### src/rtl/key_event_scheduler.sv
// Turns PS/2 key events into a queued ASCII stream with typematic suppression and Caps Lock.
// Optional SHIFT_MODIFIER_EN: Left/Right Shift invert letter case while held.
module key_event_scheduler #(
    parameter int unsigned DEPTH = 8,
    parameter int unsigned AW    = 3
) (
    input  logic          clk,
    input  logic          rst,
    input  logic [511:0]  key_down,
    input  logic [8:0]    last_change,
    input  logic          key_valid,
    input  logic          out_ready,
    output logic          out_valid,
    output logic [7:0]    out_ascii,
    output logic          caps_on,
    output logic [AW:0]   fifo_count,
    output logic          overflow,
    output logic          missed
);

    localparam logic [AW:0] FullCnt = DEPTH[AW:0];

    typedef enum logic {StIdle, StClassify} state_e;

    state_e      state_q, state_d;
    logic [8:0]  code_q, code_d;
    logic [8:0]  held_code_q, held_code_d;
    logic        held_flag_q, held_flag_d;
    logic        caps_q, caps_d;
    logic        overflow_q, overflow_d;
    logic        missed_q, missed_d;
    logic [7:0]  mem_q [DEPTH];
    logic [7:0]  mem_d [DEPTH];
    logic [AW-1:0] wr_ptr_q, wr_ptr_d, rd_ptr_q, rd_ptr_d;
    logic [AW:0] count_q, count_d;

    logic        is_press, is_shift, upper;
    logic        letter_hit;
    logic [7:0]  letter_idx;
    logic        push, pop, full, push_ok;
    logic [7:0]  push_char;

    assign is_press = key_down[last_change];

`ifdef SHIFT_MODIFIER_EN
    assign is_shift = (last_change == 9'h012) || (last_change == 9'h059);
    assign upper    = caps_q ^ (key_down[9'h012] | key_down[9'h059]);
`else
    assign is_shift = 1'b0;
    assign upper    = caps_q;
`endif

    // Set-2 make codes for A..Z; idx is the offset from 'A'.
    always_comb begin
        letter_hit = 1'b1;
        letter_idx = 8'd0;
        case (code_q)
            9'h01C: letter_idx = 8'd0;
            9'h032: letter_idx = 8'd1;
            9'h021: letter_idx = 8'd2;
            9'h023: letter_idx = 8'd3;
            9'h024: letter_idx = 8'd4;
            9'h02B: letter_idx = 8'd5;
            9'h034: letter_idx = 8'd6;
            9'h033: letter_idx = 8'd7;
            9'h043: letter_idx = 8'd8;
            9'h03B: letter_idx = 8'd9;
            9'h042: letter_idx = 8'd10;
            9'h04B: letter_idx = 8'd11;
            9'h03A: letter_idx = 8'd12;
            9'h031: letter_idx = 8'd13;
            9'h044: letter_idx = 8'd14;
            9'h04D: letter_idx = 8'd15;
            9'h015: letter_idx = 8'd16;
            9'h02D: letter_idx = 8'd17;
            9'h01B: letter_idx = 8'd18;
            9'h02C: letter_idx = 8'd19;
            9'h03C: letter_idx = 8'd20;
            9'h02A: letter_idx = 8'd21;
            9'h01D: letter_idx = 8'd22;
            9'h022: letter_idx = 8'd23;
            9'h035: letter_idx = 8'd24;
            9'h01A: letter_idx = 8'd25;
            default: letter_hit = 1'b0;
        endcase
    end

    always_comb begin
        push      = 1'b0;
        push_char = 8'h00;
        if (state_q == StClassify) begin
            if (letter_hit) begin
                push      = 1'b1;
                push_char = (upper ? 8'h41 : 8'h61) + letter_idx;
            end else begin
                case (code_q)
                    9'h029: begin push = 1'b1; push_char = 8'h20; end
                    9'h05A: begin push = 1'b1; push_char = 8'h0D; end
                    9'h066: begin push = 1'b1; push_char = 8'h08; end
                    default: ;
                endcase
            end
        end
    end

    always_comb begin
        state_d     = state_q;
        code_d      = code_q;
        held_code_d = held_code_q;
        held_flag_d = held_flag_q;
        caps_d      = caps_q;
        missed_d    = missed_q;
        case (state_q)
            StIdle: begin
                if (key_valid) begin
                    if (is_press) begin
                        if (!(held_flag_q && last_change == held_code_q)) begin
                            code_d  = last_change;
                            state_d = StClassify;
                            if (!is_shift) begin
                                held_code_d = last_change;
                                held_flag_d = 1'b1;
                            end
                        end
                    end else if (last_change == held_code_q) begin
                        held_flag_d = 1'b0;
                    end
                end
            end
            default: begin
                state_d = StIdle;
                if (key_valid) missed_d = 1'b1;
                if (code_q == 9'h058) caps_d = ~caps_q;
            end
        endcase
    end

    assign full    = (count_q == FullCnt);
    assign pop     = (count_q != '0) && out_ready;
    assign push_ok = push && (!full || pop);

    always_comb begin
        mem_d      = mem_q;
        wr_ptr_d   = wr_ptr_q;
        rd_ptr_d   = rd_ptr_q;
        count_d    = count_q;
        overflow_d = overflow_q;
        if (push_ok) begin
            mem_d[wr_ptr_q] = push_char;
            wr_ptr_d        = wr_ptr_q + 1'b1;
        end
        if (push && !push_ok) overflow_d = 1'b1;
        if (pop) rd_ptr_d = rd_ptr_q + 1'b1;
        if (push_ok && !pop) count_d = count_q + 1'b1;
        else if (pop && !push_ok) count_d = count_q - 1'b1;
    end

    always_ff @(posedge clk or posedge rst) begin
        if (rst) begin
            state_q     <= StIdle;
            code_q      <= '0;
            held_code_q <= '0;
            held_flag_q <= 1'b0;
            caps_q      <= 1'b0;
            overflow_q  <= 1'b0;
            missed_q    <= 1'b0;
            wr_ptr_q    <= '0;
            rd_ptr_q    <= '0;
            count_q     <= '0;
            for (int i = 0; i < int'(DEPTH); i++) mem_q[i] <= 8'h00;
        end else begin
            state_q     <= state_d;
            code_q      <= code_d;
            held_code_q <= held_code_d;
            held_flag_q <= held_flag_d;
            caps_q      <= caps_d;
            overflow_q  <= overflow_d;
            missed_q    <= missed_d;
            wr_ptr_q    <= wr_ptr_d;
            rd_ptr_q    <= rd_ptr_d;
            count_q     <= count_d;
            mem_q       <= mem_d;
        end
    end

    assign out_valid  = (count_q != '0);
    assign out_ascii  = out_valid ? mem_q[rd_ptr_q] : 8'h00;
    assign caps_on    = caps_q;
    assign fifo_count = count_q;
    assign overflow   = overflow_q;
    assign missed     = missed_q;

endmodule

### config.mk
export PLATFORM = sky130hd
export DESIGN_NAME = key_event_scheduler
export DESIGN_NICKNAME = d
export VERILOG_FILES = /design/src/rtl/key_event_scheduler.sv
export SDC_FILE = /design/constraint.sdc
export NUM_CORES = 1
export LEC_CHECK = 0
export CAP_MARGIN = 20
export CORE_AREA = 2 2 213 215
export CTS_BUF_LIST = sky130_fd_sc_hd__clkbuf_8
export CTS_CLUSTER_DIAMETER = 50
export DETAILED_ROUTE_END_ITERATION = 8
export DIE_AREA = 0 0 215 217
export HOLD_SLACK_MARGIN = 0.02
export SLEW_MARGIN = 30
export SYNTH_ARGS = -nofsm -noshare
export SYNTH_HDL_FRONTEND = slang
export SYNTH_SLANG_ARGS = --single-unit
### constraint.sdc
create_clock -name clk -period 5.82 [get_ports clk]
set_input_delay 0.873 -clock clk [delete_from_list [all_inputs] [get_ports clk]]
set_output_delay 0.873 -clock clk [all_outputs]
set_load 0.02 [all_outputs]
# Yosys cells after proc, flatten, opt, wreduce, memory -nomap -nowiden
# Index checks and enable logic that the tools add are counted.
totals:
  register_bits: 88
  inputBits: 525
  output_inout_bits: 16
  word_cells: 111
op_classes:
  add_sub_neg: 5
  n_lt_le_gt_ge: 4
  n_eq_ne: 33
  n_mux: 27
  bitwise_logic: 5
  n_reduce_logical: 20
op_table:
  columns: ["op", "count"]
  rows:
  - ["$eq A9 B6 Y1 const B", 17]
  - ["$pmux W5 S25", 1]
  - ["$eq A9 B7 Y1 const B", 8]
  - ["$bwmux W64", 1]
  - ["$mux W8", 6]
  - ["$eq A9 B5 Y1 const B", 5]
  - ["$reduce_or A26 Y1", 1]
  - ["$bmux W8 S3", 1]
  - ["$demux W8 S3", 1]
  - ["$pmux W6 S3", 1]
  - ["$mux W1", 12]
  - ["$lt A9 B10 Y1 const B", 1]
  - ["$bmux W1 S9", 1]
  - ["$eq A9 B9 Y1", 1]
  - ["$add A7 B8 Y8", 1]
  - ["$ge A4 B4 Y1 const B", 2]
  - ["$mux W4", 2]
  - ["$not A3 Y4", 2]
  - ["$reduce_and A4 Y1", 2]
  - ["$logic_and A1 B1 Y1", 7]
  - ["$add A3 B1 Y3 const B", 2]
  - ["$mux W6", 1]
  - ["$add A4 B1 Y4 const B", 1]
  - ["$eq A4 B4 Y1 const B", 1]
  - ["10 further kinds", 16]

# Longest topological paths before layout
depth:
  word_depth: 10
  depth_mapped: 17
  depth_no_buf: 15

# Least setup slack after synthesis
# Ideal clock, no wire load.
synth_path:
  path_kind: "in2reg"
  start: "in out_ready"
  end: "reg count_q[3] (netlist: fifo_count[3])"
  setup_time_ns: 0.132
  t_arrival_ns: 3.468
  required_time_ns: 5.688
  slack_ns: 2.219
  path_stages: 12
  path_buffers: 1
  cell_sequence: "nand2b_1 > nor4_1 > buf_1 > nor2_1 > ha_1 > inv_1 > ha_1 > a21o_1 > a21oi_1 > xnor2_1 > nor2_1 > xor2_1"
synth_via:
  elab_chain_cells: 6
  word_cells_on_any_way: 9
  classes_between: "mux: 1; reduce/logical: 8"
synth_rtl:
  columns: ["item", "line", "source"]
  rows:
  - ["start: declaration", "12", "input logic out_ready,"]
  - ["$logic_and A1 B1 Y1 *", "139", "assign pop = (count_q != '0) && out_ready;"]
  - ["$logic_or A1 B1 Y1 *", "140", "assign push_ok = push && (!full || pop);"]
  - ["$logic_and A1 B1 Y1 *", "140", null]
  - ["net push_ok", "40", "logic push, pop, full, push_ok;"]
  - ["$logic_not A1 Y1", "155", "else if (pop && !push_ok) count_d = count_q - 1'b1;"]
  - ["$logic_and A1 B1 Y1", "155", null]
  - ["$reduce_bool A2 Y1 (no source line)", null, null]
  - ["end signal: assignment", "181", "count_q <= count_d;"]
  - ["end: declaration", "35", "logic [AW:0] count_q, count_d;"]
# The timed path passes the listed nets; every way through them passes the cells marked *.
# A chain may end at the register's enable or synchronous reset.

==> results.ini <==
[outcome]
outcome = finished, final reports clean

[floorplan]
io_pins = 541
die_area_um2 = 46700
start_util_pct = 20.2
core_region_area_um2 = 44700
die_h_um = 217
fp.dieW_um = 215
rows = 78

[synthesis]
synth_cells = 737
yosys_register_bits = 88
post-synth-top-area-cell = sky130_fd_sc_hd__mux4_2
synthesis.nets = 1269
postSynth.asyncResetShare_pct = 100
synth.lib_cells_used.distinct = 63
synth-main-ff-cell = sky130_fd_sc_hd__dfrtp_1
synth_edf_count = 0
post-synth-top-area-fraction_pct = 31.9
synth.avg_cell_area_um2 = 12.3
synth.yosys.seq_area_share_pct = 24.4
ys_warn_count = 0
syn-cell-area_um2 = 9030
yosys-top-cells-area = sky130_fd_sc_hd__mux4_2 32%, sky130_fd_sc_hd__dfrtp_1 24%, sky130_fd_sc_hd__mux2i_1 7.6%

[finish]
post_route_cells_drive_above_1_share_pct = 19.5
fillCellCount = 4523
syn_to_final_growth_pct = 68.1
final-instance-count-excl-fill = 1841
final_design_utilization_pct = 34.0
layout.nets = 1762
postLayoutCellArea_um2 = 15200

[timing]
worst_slew_pin_slew_ps = 984
period_minus_slack_ps = 4440
setup_slack_ps = 1380
final-setup-viol-count = 0
tns_ps = 0
rsz0062_at_grt = false
final-hold-violation-count = 0
report.final.slew_viol_count = 0
max_freq_ghz = 0.225
maxSlewHeadroom_pct = 34.1
timing.clock.skew_ps = 13.5
final_min_period_over_clock_period_pct = 76.2

[placement]
placed_area_um2 = 15000
number_of_placed_instances_with_taps_included = 1819
port-buffer-count = 540
dp_hpwl_mm = 37.2
preCtsSetupSlack_ps = 1120
gp_congestion = 0.912

[worst_setup_path]
cp_data_arrival_time_ps = 4700
rrSetupSlack_ps = 1380
worstReg2RegEnd = fifo_count[3]
cp_num_buf_inv = 2
crit_required_ps = 6090
ff2ff_path_depth = 16
cp_cell_sequence = nor4b_1, o2111ai_1, o311ai_0, nor3_1, a31oi_2, a211oi_2, buf_4, nor2_1, ha_1, inv_1, ha_1, a21o_1, a21oi_1, xnor2_1, nor2_1, xor2_1
critPathLaunchType = flop
crit_path_top_delay_cell = sky130_fd_sc_hd__nor4b_1
crit_path_max_incr_delay_ps = 780
cp_max_fo = 14
crit_end_category = flop
worst-setup-path-type = flop to flop
cp_top_family = compound AO/OA/AOI/OAI gates
crit-reg2reg-launch = held_code_q[5]
worst_setup_path_startpoint = held_code_q[5]

[route]
vias = 8849
top_signal_layer_used = met5
m1WireLength_mm = 17.8
route.detailed.wl_per_inst_um = 24.3
initial_drc_count = 609
drt-vias-per-instance = 4.81
met2WireLength_mm = 23.0
drt_pre_antenna_iters = 4
drtAntennaViolNets = 0
met3_wirelength_mm = 2.62
detail_route.drc_violations = 0
finalWirelength_mm = 44.7

[worst_hold_path]
hold_path_class = flop to flop
worst_hold_path.endpoint = mem_q[46]
timing.hold.worst_path_depth = 1
holdCritStartpoint = mem_q[46]

[job]
max-cap-violations = 0

[clock_tree]
postCtsSetupBuffers = 0
cts_hold_buf = 0
cts_sinks = 88
worst_skew_pair.late_latency_ps = 370
clkSlewWorstSetupHoldPaths_ps = 110
cts_root_buf = sky130_fd_sc_hd__clkbuf_8
cts-buffers-inserted = 9
htree_levels = 3
cts_tree = yes
cts_resized = 0
ctsLongestPathBuffers = 2

[global_route]
grt_max_degree = 74
first_global_vias = 9557
global_route.usage.total_pct = 18.6
grt_pass1_wl_mm = 64.0
grt_overflow = 0
antenna_found_initial = 12

[power_and_ir_drop]
leakage_nw = 5.71
power_density_nw_per_um2 = 171
worst_supply_voltage_drop_on_vdd_mv = 0.169

## metrics by stage
stage,hold slack [ps],total power [mW]
after floorplan,452,1.56
after global placement,464,2.17
after detailed placement,474,2.18
after CTS,497,2.62
after global routing,521,2.76
final,492,2.59
## final cells by class
type                       count  area [µm²]  area share, %
antenna                        6        15.0         0.0989
clock buffer                   9         124          0.816
clock inverter                 7        72.6          0.478
inverter                      11        41.3          0.272
multi-input combinational    571        6480           42.7
sequential                    88        2200           14.5
tap                          600         751           4.94
timing repair buffer         549        5500           36.2
## worst reg2reg max path: cells and delay by family (launching register included)
kind | cells | cell delay [ps]
XOR/XNOR | 2 | 270
AO/OA/AOI/OAI | 6 | 1330
AND/OR/NAND/NOR | 4 | 1280
buffers and inverters | 2 | 350
flip-flops | 1 | 600
adder cells (fa/ha/maj) | 2 | 510
## layout by cell type, fill, tap and decap left out, drive strengths merged, types with 3 or more instances in the layout
master	netlist	routed
nand2	33	33
ha	6	6
nand4	9	9
o22a	5	5
nor4b	6	6
and2	3	3
clkbuf	20	10
a21oi	10	10
dfrtp	88	88
nand2b	13	13
a22oi	36	36
a211oi	4	4
nor2	32	32
or4b	3	3
a22o	5	5
clkdlybuf4s50	0	536
a31oi	3	3
nor3b	5	5
nor2b	17	17
mux2i	69	69
nor4	16	16
inv	11	15
nand3	14	14
buf	47	12
xor2	6	6
o21ai	9	9
mux2	67	67
a221oi	7	7
o22ai	6	6
diode	0	6
mux4	128	128
xnor2	14	14
nor3	15	15
## worst max path at each step
| stage | endpoint | slack [ps] | cells after the start |
|---|---|---|---|
| detailed placement | held_code_q[0] | 1120 | 9 |
| global placement | held_code_q[5] | 1080 | 9 |
| CTS | fifo_count[3] | 1400 | 16 |
| floorplan | fifo_count[3] | 2220 | 12 |
| global route | fifo_count[3] | 930 | 16 |
| finish | fifo_count[3] | 1380 | 16 |
## registers in the layout, indices dropped and copies added, names as in the netlist
signal       flops
wr_ptr_q         3
held_flag_q      1
held_code_q      9
mem_q           64
caps_on          1
missed           1
rd_ptr_q         3
fifo_count       4
state_q          1
overflow         1
## per-layer routing
metal  vias to the layer above  global-route usage, %
met4                         6                   5.84
met3                        52                   3.77
met2                       356                   32.5
met5                         -                      0
li1                       4008                      -
met1                      4427                   23.1
## cells in the mapped netlist, types with 13 or more instances
cell,count
sky130_fd_sc_hd__nand3_1,14
sky130_fd_sc_hd__clkbuf_1,19
sky130_fd_sc_hd__nor4_1,13
sky130_fd_sc_hd__a22oi_1,36
sky130_fd_sc_hd__mux2_2,61
sky130_fd_sc_hd__nand2b_1,13
sky130_fd_sc_hd__xnor2_1,14
sky130_fd_sc_hd__mux4_2,128
sky130_fd_sc_hd__dfrtp_1,88
sky130_fd_sc_hd__nor2b_1,17
sky130_fd_sc_hd__mux2i_1,69
sky130_fd_sc_hd__buf_2,24
sky130_fd_sc_hd__nor3_1,14
sky130_fd_sc_hd__nand2_1,33
sky130_fd_sc_hd__nor2_1,32
## report_power, final
part,leakage [nW],internal [mW],total (mW),switching [mW]
Sequential,1.18,0.676,0.918,0.243
Combinational,4.44,0.755,1.25,0.492
Clock,0.0971,0.169,0.427,0.258
Total,5.71,1.60,2.59,0.993
## cells by family after synthesis
logic type                 after synthesis  synth area share [%]
xor gates and xnor gates                20                  1.94
DFF                                     88                  24.4
muxes                                  264                  47.9
AOI/OAI and AO/OA                      102                  8.48
buffers and inverters                   78                  4.29
adders and majority gates                7                  1.05
and+or+nand+nor                        178                  12.0
Power figures use the tool's default switching activity.
